$ cat src/rtl/spi_pkg.sv
// rtl/spi_pkg.sv - shared SPI mode and timing constants for the SPI/FIFO bridge
// No ports: package of localparams imported by the bridge and its bench.
package spi_pkg;
  // SPI mode 0: sck idles low, data sampled on the leading (rising) edge.
  localparam logic MODE_CPOL = 1'b0;
  localparam logic MODE_CPHA = 1'b0;

  // Flops in each clock-domain-crossing synchroniser chain.
  localparam int SYNC_STAGES = 2;

  // Minimum clk cycles per sck period the bridge is built to follow.
  localparam int SCK_RATIO_MIN = 8;
endpackage

$ cat src/rtl/sync_fifo.sv
// rtl/sync_fifo.sv - single-clock FIFO with registered read port
// Ports:
//   clk, rst            system clock, synchronous active-high reset
//   push, push_data     write request and word; ignored when full unless a pop
//                       is accepted in the same cycle
//   pop, pop_data       read request; the head word appears on pop_data the
//                       cycle after an accepted pop; pop while empty is ignored
//   full, empty, count  occupancy, from the pointer registers only
module sync_fifo #(
  parameter int DATA_W = 8,
  parameter int DEPTH  = 16
) (
  input  logic                     clk,
  input  logic                     rst,
  input  logic                     push,
  input  logic [DATA_W-1:0]        push_data,
  input  logic                     pop,
  output logic [DATA_W-1:0]        pop_data,
  output logic                     full,
  output logic                     empty,
  output logic [$clog2(DEPTH):0]   count
);
  localparam int AW = $clog2(DEPTH);

  logic [DATA_W-1:0] mem [DEPTH];
  logic [AW:0]       wr_ptr;
  logic [AW:0]       rd_ptr;
  logic              do_pop;
  logic              do_push;

  // The extra pointer bit tells a full ring from an empty one.
  assign empty = (wr_ptr == rd_ptr);
  assign full  = (wr_ptr[AW] != rd_ptr[AW]) && (wr_ptr[AW-1:0] == rd_ptr[AW-1:0]);
  assign count = wr_ptr - rd_ptr;

  assign do_pop  = pop && !empty;
  // A pop frees the head slot this cycle, so a push on a full FIFO can land.
  assign do_push = push && (!full || do_pop);

  always_ff @(posedge clk) begin
    if (do_push) begin
      mem[wr_ptr[AW-1:0]] <= push_data;
    end
  end

  always_ff @(posedge clk) begin
    if (rst) begin
      wr_ptr   <= '0;
      rd_ptr   <= '0;
      pop_data <= '0;
    end else begin
      if (do_push) begin
        wr_ptr <= wr_ptr + 1'b1;
      end
      if (do_pop) begin
        rd_ptr   <= rd_ptr + 1'b1;
        pop_data <= mem[rd_ptr[AW-1:0]];
      end
    end
  end
endmodule

$ cat src/rtl/spi_fifo_bridge.sv
// rtl/spi_fifo_bridge.sv - SPI mode-0 slave bridged to RX and TX word FIFOs
// Ports:
//   clk, rst                 system clock, synchronous active-high reset
//   ss, sck, mosi, miso      SPI slave pins; inputs asynchronous to clk
//   rx_rd, rx_data, rx_valid pop RX FIFO; word returned with a one-cycle pulse
//   tx_wr, tx_data           push a word to be shifted out on miso
//   rx_count, rx_empty, rx_full, tx_empty, tx_full   FIFO status
//   rx_overflow, tx_underrun sticky error flags, cleared by clr_err
module spi_fifo_bridge
  import spi_pkg::*;
#(
  parameter int               DATA_W = 8,
  parameter int               DEPTH  = 16,
  parameter logic [DATA_W-1:0] FILL  = '0
) (
  input  logic                   clk,
  input  logic                   rst,
  input  logic                   ss,
  input  logic                   sck,
  input  logic                   mosi,
  output logic                   miso,
  input  logic                   rx_rd,
  output logic [DATA_W-1:0]      rx_data,
  output logic                   rx_valid,
  input  logic                   tx_wr,
  input  logic [DATA_W-1:0]      tx_data,
  output logic [$clog2(DEPTH):0] rx_count,
  output logic                   rx_empty,
  output logic                   rx_full,
  output logic                   tx_empty,
  output logic                   tx_full,
  output logic                   rx_overflow,
  output logic                   tx_underrun,
  input  logic                   clr_err
);
  localparam int              CW       = $clog2(DATA_W);
  localparam logic [CW-1:0]   LAST_BIT = CW'(DATA_W - 1);

  logic [SYNC_STAGES-1:0] ss_sync, sck_sync, mosi_sync;
  logic ss_s, sck_lvl, mosi_s;
  logic ss_d, sck_d;
  logic ss_fall, ss_rise, sck_rise, sck_fall, sample_edge, drive_edge;

  logic              active;
  logic [CW-1:0]     bit_cnt;
  logic [DATA_W-1:0] rx_sh;
  logic [DATA_W-1:0] tx_sh;
  logic              rx_push_q;
  logic              tx_load, tx_load_q, tx_fill_q;
  logic              rx_pop;
  logic [DATA_W-1:0] tx_head;
  logic [$clog2(DEPTH):0] tx_count_unused;

  // Chains reset low so that ss already low when reset releases never
  // looks like a falling edge; a transfer only starts on a real ss fall.
  always_ff @(posedge clk) begin
    if (rst) begin
      ss_sync   <= '0;
      sck_sync  <= '0;
      mosi_sync <= '0;
      ss_d      <= 1'b0;
      sck_d     <= 1'b0;
    end else begin
      ss_sync   <= {ss_sync[SYNC_STAGES-2:0], ss};
      sck_sync  <= {sck_sync[SYNC_STAGES-2:0], sck};
      mosi_sync <= {mosi_sync[SYNC_STAGES-2:0], mosi};
      ss_d      <= ss_s;
      sck_d     <= sck_lvl;
    end
  end

  assign ss_s     = ss_sync[SYNC_STAGES-1];
  assign sck_lvl  = sck_sync[SYNC_STAGES-1] ^ MODE_CPOL;
  assign mosi_s   = mosi_sync[SYNC_STAGES-1];
  assign ss_fall  = ss_d & ~ss_s;
  assign ss_rise  = ~ss_d & ss_s;
  assign sck_rise = sck_lvl & ~sck_d;
  assign sck_fall = ~sck_lvl & sck_d;
  assign sample_edge = MODE_CPHA ? sck_fall : sck_rise;
  assign drive_edge  = MODE_CPHA ? sck_rise : sck_fall;

  // A new TX word is needed at select and whenever a word boundary passes.
  assign tx_load = ss_fall | (active & sample_edge & (bit_cnt == LAST_BIT));
  assign rx_pop  = rx_rd & ~rx_empty;

  always_ff @(posedge clk) begin
    if (rst) begin
      active    <= 1'b0;
      bit_cnt   <= '0;
      rx_sh     <= '0;
      tx_sh     <= '0;
      rx_push_q <= 1'b0;
      tx_load_q <= 1'b0;
      tx_fill_q <= 1'b0;
    end else begin
      rx_push_q <= 1'b0;
      tx_load_q <= tx_load;
      tx_fill_q <= tx_load & tx_empty;
      if (ss_fall) begin
        active  <= 1'b1;
        bit_cnt <= '0;
      end else if (ss_rise) begin
        active  <= 1'b0;
        bit_cnt <= '0;
        rx_sh   <= '0;
      end else if (active && sample_edge) begin
        rx_sh     <= {rx_sh[DATA_W-2:0], mosi_s};
        bit_cnt   <= (bit_cnt == LAST_BIT) ? '0 : bit_cnt + 1'b1;
        rx_push_q <= (bit_cnt == LAST_BIT);
      end
      // The FIFO read is registered, so the popped head lands a cycle after
      // the load request; sck is slow enough that no drive edge intervenes.
      if (tx_load_q) begin
        tx_sh <= tx_fill_q ? FILL : tx_head;
      end else if (active && drive_edge && (bit_cnt != '0)) begin
        tx_sh <= {tx_sh[DATA_W-2:0], 1'b0};
      end
    end
  end

  assign miso = active & ~ss_s & tx_sh[DATA_W-1];

  always_ff @(posedge clk) begin
    if (rst) begin
      rx_valid    <= 1'b0;
      rx_overflow <= 1'b0;
      tx_underrun <= 1'b0;
    end else begin
      rx_valid <= rx_pop;
      if (rx_push_q && rx_full && !rx_pop) begin
        rx_overflow <= 1'b1;
      end else if (clr_err) begin
        rx_overflow <= 1'b0;
      end
      if (tx_load && tx_empty) begin
        tx_underrun <= 1'b1;
      end else if (clr_err) begin
        tx_underrun <= 1'b0;
      end
    end
  end

  sync_fifo #(.DATA_W(DATA_W), .DEPTH(DEPTH)) u_rx_fifo (
    .clk       (clk),
    .rst       (rst),
    .push      (rx_push_q),
    .push_data (rx_sh),
    .pop       (rx_pop),
    .pop_data  (rx_data),
    .full      (rx_full),
    .empty     (rx_empty),
    .count     (rx_count)
  );

  sync_fifo #(.DATA_W(DATA_W), .DEPTH(DEPTH)) u_tx_fifo (
    .clk       (clk),
    .rst       (rst),
    .push      (tx_wr),
    .push_data (tx_data),
    .pop       (tx_load),
    .pop_data  (tx_head),
    .full      (tx_full),
    .empty     (tx_empty),
    .count     (tx_count_unused)
  );
endmodule

$ cat config.mk
export PLATFORM = sky130hd
export DESIGN_NAME = spi_fifo_bridge
export DESIGN_NICKNAME = d
export VERILOG_FILES = /design/src/rtl/spi_pkg.sv /design/src/rtl/sync_fifo.sv /design/src/rtl/spi_fifo_bridge.sv
export SDC_FILE = /design/constraint.sdc
export NUM_CORES = 1
export LEC_CHECK = 0
export ABC_AREA = 1
export ABC_CLOCK_PERIOD_IN_PS = 3200
export CAP_MARGIN = 15
export CORE_MARGIN = 1.5
export CORE_UTILIZATION = 60
export DETAILED_ROUTE_END_ITERATION = 6
export GPL_ROUTABILITY_DRIVEN = 0
export PLACE_DENSITY = 0.78
export SYNTH_ARGS = -nofsm -noshare
export SYNTH_HDL_FRONTEND = slang
export SYNTH_SLANG_ARGS = --single-unit
export TNS_END_PERCENT = 20
$ cat constraint.sdc
create_clock -name clk -period 3.2 [get_ports clk]
set_input_delay 0.8 -clock clk [delete_from_list [all_inputs] [get_ports clk]]
set_output_delay 0.8 -clock clk [all_outputs]
set_load 0.02 [all_outputs]
[Word-level counts from Yosys, hierarchy flattened]
Memories as Yosys holds them, arrays and structs flattened. A register that Yosys moved wholly into a read port is not among the register bits.
Cells that the tools add are included.
Word-level totals
  bits in registers: 54
  bits in writable memories: 256
  input port bits: 16
  output and inout port bits: 21
  logic and storage cells: 95
  memories: 2
Operators by class
  add/sub/neg operators: 6
  equal/unequal tests: 7
  multiplexer cells: 15
  bitwise gates (word level): 18
  reduce and logical (&&, ||, !) cells: 28
Memories
  u_rx_fifo.mem: depth 16, bits a word 8, read ports 1, clocked after Yosys merged registers in 1, wr ports 1, line sync_fifo.sv:25  | logic [DATA_W-1:0] mem [DEPTH];
  u_tx_fifo.mem: depth 16, bits a word 8, read ports 1, clocked after Yosys merged registers in 1, wr ports 1, line sync_fifo.sv:25
Operators by type and width (count)
  8-bit two-way mux: 5
  5-bit by 1-bit adder with 5-bit output, second input constant: 4
  1-bit logical AND: 12
  1-bit bitwise AND: 10
  5-bit == test: 2
  2-bit nonzero test: 5
  1-bit two-way mux: 9
  4-bit == test: 2
  1-bit inverter: 7
  1-bit logical NOT: 5
  5-bit subtractor: 1
  4-bit OR reduction: 1
  3-bit by 1-bit adder with 3-bit output, second input constant: 1
  3-bit == test, second input constant: 1
  3-bit two-way mux: 1
  3-bit nonzero test: 1
  3-bit OR reduction: 1
  1-bit logical OR: 2
  1-bit inequality test: 2
  2-bit AND reduction: 1
  1-bit bitwise OR: 1

[Depth between registers and ports, before layout]
  depth in word-level cells: 10
  depth in mapped cells: 13
  gate-level depth less buffers: 10

[Cells and area by module]
Synthesis repeated with hierarchy kept, for this count alone.
Second synthesis, totals
  cells, all modules: 1493
  area total of the unflattened synthesis: 14411.3 µm²
By module, submodules not included
  sync_fifo: times used 2, cells an instance 638, area each 6447.4 µm², sequential area each 4204.0 µm²
  spi_fifo_bridge: times used 1, cells an instance 217, area each 1516.5 µm², sequential area each 680.7 µm²

[Worst setup path after synthesis]
Ideal clock, no wire load.
  kind: register to output
  start: register u_rx_fifo.wr_ptr[0]
  end: output rx_count[4]
  arrival: 1.685 ns
  required time: 2.400 ns
  path slack: 0.715 ns
  cell stages (with the launch flop): 6
  buffers on the path: 0
  cell sequence: dfxtp_1 -> inv_1 -> ha_1 -> fa_1 -> o21ai_0 -> xor2_1
Between the ends
  word-level cells in the longest chain between the ends: 1
RTL lines
  start: declaration: line sync_fifo.sv:26  | logic [AW:0] wr_ptr;
  start signal: assignment: line sync_fifo.sv:53  | wr_ptr <= wr_ptr + 1'b1;
  5-bit subtractor: line sync_fifo.sv:34  | assign count = wr_ptr - rd_ptr;
  end: declaration: line spi_fifo_bridge.sv:27  | output logic [$clog2(DEPTH):0] rx_count,
No other way between the ends.

[Final worst setup path]
  start: register u_tx_fifo.wr_ptr[0]
  end: output tx_full
Between the ends
  word-level cells in the longest chain between the ends: 2
RTL lines
  start: declaration: line sync_fifo.sv:26
  start signal: assignment: line sync_fifo.sv:53
  4-bit == test: line sync_fifo.sv:33  | assign full = (wr_ptr[AW] != rd_ptr[AW]) && (wr_ptr[AW-1:0] == rd_ptr[AW-1:0]);
  1-bit logical AND: line sync_fifo.sv:33
  end: declaration: line spi_fifo_bridge.sv:31  | output logic tx_full,
No other way between the ends.

==> flow_summary_export.csv <==
group,metric,value,unit
logic_synthesis,synthCells,1262,
logic_synthesis,synth_edf_count,256,
critical_path,critPathBufInv,2,
finish,fin_area,15400,um^2
floorplan,core,21900,um^2
global_routing,grt_remaining_overflow,0,
logic_synthesis,syn_avg_cell_area,10.7,um^2
clocking,cts.clk_slew.worst_paths,60,ps
critical_path,crit_required,2400,ps
sta,fin_crit_sh,97.7,%
drt,drt_first_pass_iters,6,
drt,drtAntennaViolNets,0,
clocking,post_cts_buffers,0,
critical_path,crit_path_frequent_cell,"nand2_1",
drt,wl_per_cell,17.9,um
floorplan,start_util,61.5,%
floorplan,io_pins,37,
critical_path,r2r_end,"u_tx_fifo.mem[15][1]",
drt,vias,9277,
clocking,h-tree-depth,2,
critical_path,end_kind,"output port",
finish,drive_above_1_share,9.15,%
floorplan,die_area,23300,um^2
placement,placed_cell_area,14200,um^2
global_routing,grt_max_degree,68,
global_routing,antenna_found_initial,0,
clocking,cts_buffers,34,
logic_synthesis,synth_ff_type,"edfxtp_1",
finish,final_nets,1354,
clocking,cts_buffer_depth,3,
drt,via_per_inst,5.71,
sta,setup-violations-final,0,
logic_synthesis,synth_area_leader_cell,"edfxtp_1",
logic_synthesis,yosys.area.top_type_share,57.1,%
power_and_ir_drop,power_density,581,nW/um^2
critical_path,cp_top_family,"buffers and inverters",
critical_path,worstSetupPathType,"reg -> out",
logic_synthesis,synth_area,13500,um^2
sta,grt_setup_unrepaired,"yes",
sta,hold_viol_final,0,
logic_synthesis,synth_area_leaders,"edfxtp_1 57%, dfxtp_1 10%, nor2_1 7.3%",
worst_hold_path,hold_depth,2,
worst_hold_path,hold_start,"ss_sync[0]",
finish,fin_cells,1624,
clocking,clk_latency,520,ps
sta,clock-skew-final,19.1,ps
global_routing,grt_pass1_wl,46100,um
logic_synthesis,ys_ff_latch,326,
power_and_ir_drop,leakagePower,5.72,nW
sta,max_slew_margin,40.2,%
floorplan,die_h,153,um
critical_path,reg2reg_depth,8,
worst_hold_path,min_to,"ss_sync[1]",
critical_path,start_kind,"flip-flop",
job,cap_viol_max_count,0,
logic_synthesis,synth-async-reset-ratio,0,%
power_and_ir_drop,power.total,0.00892,W
clocking,cts_tree,"done",
logic_synthesis,ys_seq_area_share,67.5,%
logic_synthesis,ys_types,35,
logic_synthesis,ys_top_cells_by_count,"260 x nor2_1, 256 x edfxtp_1, 195 x nand2_1",
power_and_ir_drop,irDropWorstVdd,499,uV
logic_synthesis,syn-num-nets,1298,
floorplan,num_rows,54,
logic_synthesis,synth.most_common_cell,"nor2_1",
critical_path,critPathMaxFanout,6,
drt,drc,0,
drt,drtIter0Drc,837,
finish,syn_to_final_growth,14.2,%
global_routing,grt_usage,25.2,%
run_status,status,"finished clean",
sta,fmax,320,MHz
finish,antennaDiodeCount,0,
global_routing,grt_pass1_vias,8813,
placement,place_hpwl,17600,um
placement,numPortBuffers,36,
clocking,cts_sinks,326,
floorplan,die_w,153,um
critical_path,critical_path.cell_chain,"inv_1 -> nand2_1 -> nand2_1 -> nor2_4 -> nand2_1 -> nor2_1 -> clkdlybuf4s50_1",
sta,slew_viol_final,0,
sta,worst_slew_pin_slew,895,ps
drt,wirelength,29100,um
placement,dp.cells,1562,
worst_hold_path,min_path_type,"reg -> reg",
critical_path,rrSetupSlack,680,ps
logic_synthesis,synth_warnings,0,
sta,fin_crit,3130,ps
critical_path,crit_slowest_cell,"clkdlybuf4s50_1",
clocking,root_buffer,"clkbuf_16",
critical_path,critical_path.max_stage_delay,650,ps
critical_path,r2r_start,"bit_cnt[0]",
critical_path,crit_arrival,2330,ps
[report_power, final]
group | leakage (nW) | internal, W | switching (W) | total [W]
Sequential | 2.91 | 0.00457 | 0.0000197 | 0.00459
Combinational | 2.26 | 0.000141 | 0.000283 | 0.000424
Clock | 0.552 | 0.00233 | 0.00158 | 0.00391
[area by class of cell]
type                            count  area, um^2
Sequential cell                   326        9100
Fill cell                        1526        6520
Multi-Input combinational cell    804        3840
Clock buffer                       44         940
Timing Repair Buffer               80         691
Tap cell                          280         350
Inverter                           72         270
Clock inverter                     18         184
[per-stage QoR]
| stage | hold slack (ps) | worst slack (ps) | TNS [ps] | util, % |
|---|---|---|---|---|
| floorplan | 388 | 715 | 0 | - |
| global placement | 390 | 263 | 0 | 65.0 |
| detailed placement | 395 | 218 | 0 | 65.0 |
| CTS | 403 | 0.295 | 0 | 70.2 |
| global route | 430 | -13.7 | -13.7 | 70.2 |
| finish | 402 | 74.5 | 0 | 70.2 |
[logic make-up after synthesis]
family	share of synthesized area, %
AO/OA/AOI/OAI	8.92
XOR/XNOR	0.902
adder cells (fa/ha/maj)	1.91
buffers and inverters	4.07
flip-flops	67.5
AND/OR/NAND/NOR	16.7
[worst max path at each step]
stage                        start     endpoint  cells after the start
2_1_floorplan  u_rx_fifo.wr_ptr[0]  rx_count[4]                      5
3_3_place_gp   u_rx_fifo.wr_ptr[0]  rx_count[4]                      6
3_5_place_dp   u_rx_fifo.wr_ptr[0]  rx_count[4]                      6
4_1_cts        u_rx_fifo.wr_ptr[0]  rx_count[1]                      5
5_1_grt        u_tx_fifo.wr_ptr[0]      tx_full                      7
6_report       u_tx_fifo.wr_ptr[0]      tx_full                      7
[worst register-to-register path, stage by stage, from the launching register on]
cell,delay (ps)
dfxtp_1,360
ha_1,160
ha_1,170
nand4_1,120
nand2_1,220
inv_1,150
nand4_4,140
nand2_2,240
nor2_1,590
[state kept, by name, indices dropped and copies added, names as in the netlist, 5 cells and up]
signal / count
u_rx_fifo.mem: 128
u_tx_fifo.mem: 128
rx_sh: 8
tx_sh: 8
u_rx_fifo.pop_data: 8
u_tx_fifo.pop_data: 8
u_rx_fifo.rd_ptr: 5
u_rx_fifo.wr_ptr: 5
u_tx_fifo.rd_ptr: 5
u_tx_fifo.wr_ptr: 5
[cells in the final DEF, fill, tap and decap left out, types with 4 or more instances in the layout]
cell type,n
nor2_1,260
buf_4,44
clkbuf_1,6
clkinv_1,6
inv_1,62
o21ai_1,5
nor3_1,20
o21ai_0,137
inv_2,9
dfxtp_1,66
clkbuf_16,35
o211ai_1,22
edfxtp_1,256
nand3_1,59
ha_1,18
xnor2_1,4
a22oi_1,8
xor2_1,8
clkinv_2,7
clkdlybuf4s50_1,31
nand2_1,195
a311oi_1,5
a21oi_1,43
[layer usage]
metal | global-route usage (%) | vias to the layer above | share of wire (%)
met4 | 11.4 | 0 | 3.8
met3 | 3.67 | 77 | 6.7
met1 | 33.6 | 4380 | 41
met5 | 0 | - | 0
li1 | - | 4439 | -
met2 | 41.2 | 381 | 48
[timing repair]
item,in CTS,in global routing
resized for setup,6,5
hold buffers,0,0
setup endpoints to repair,4,5
cloned,0,0
No activity file was read; power rests on OpenSTA's default activity.
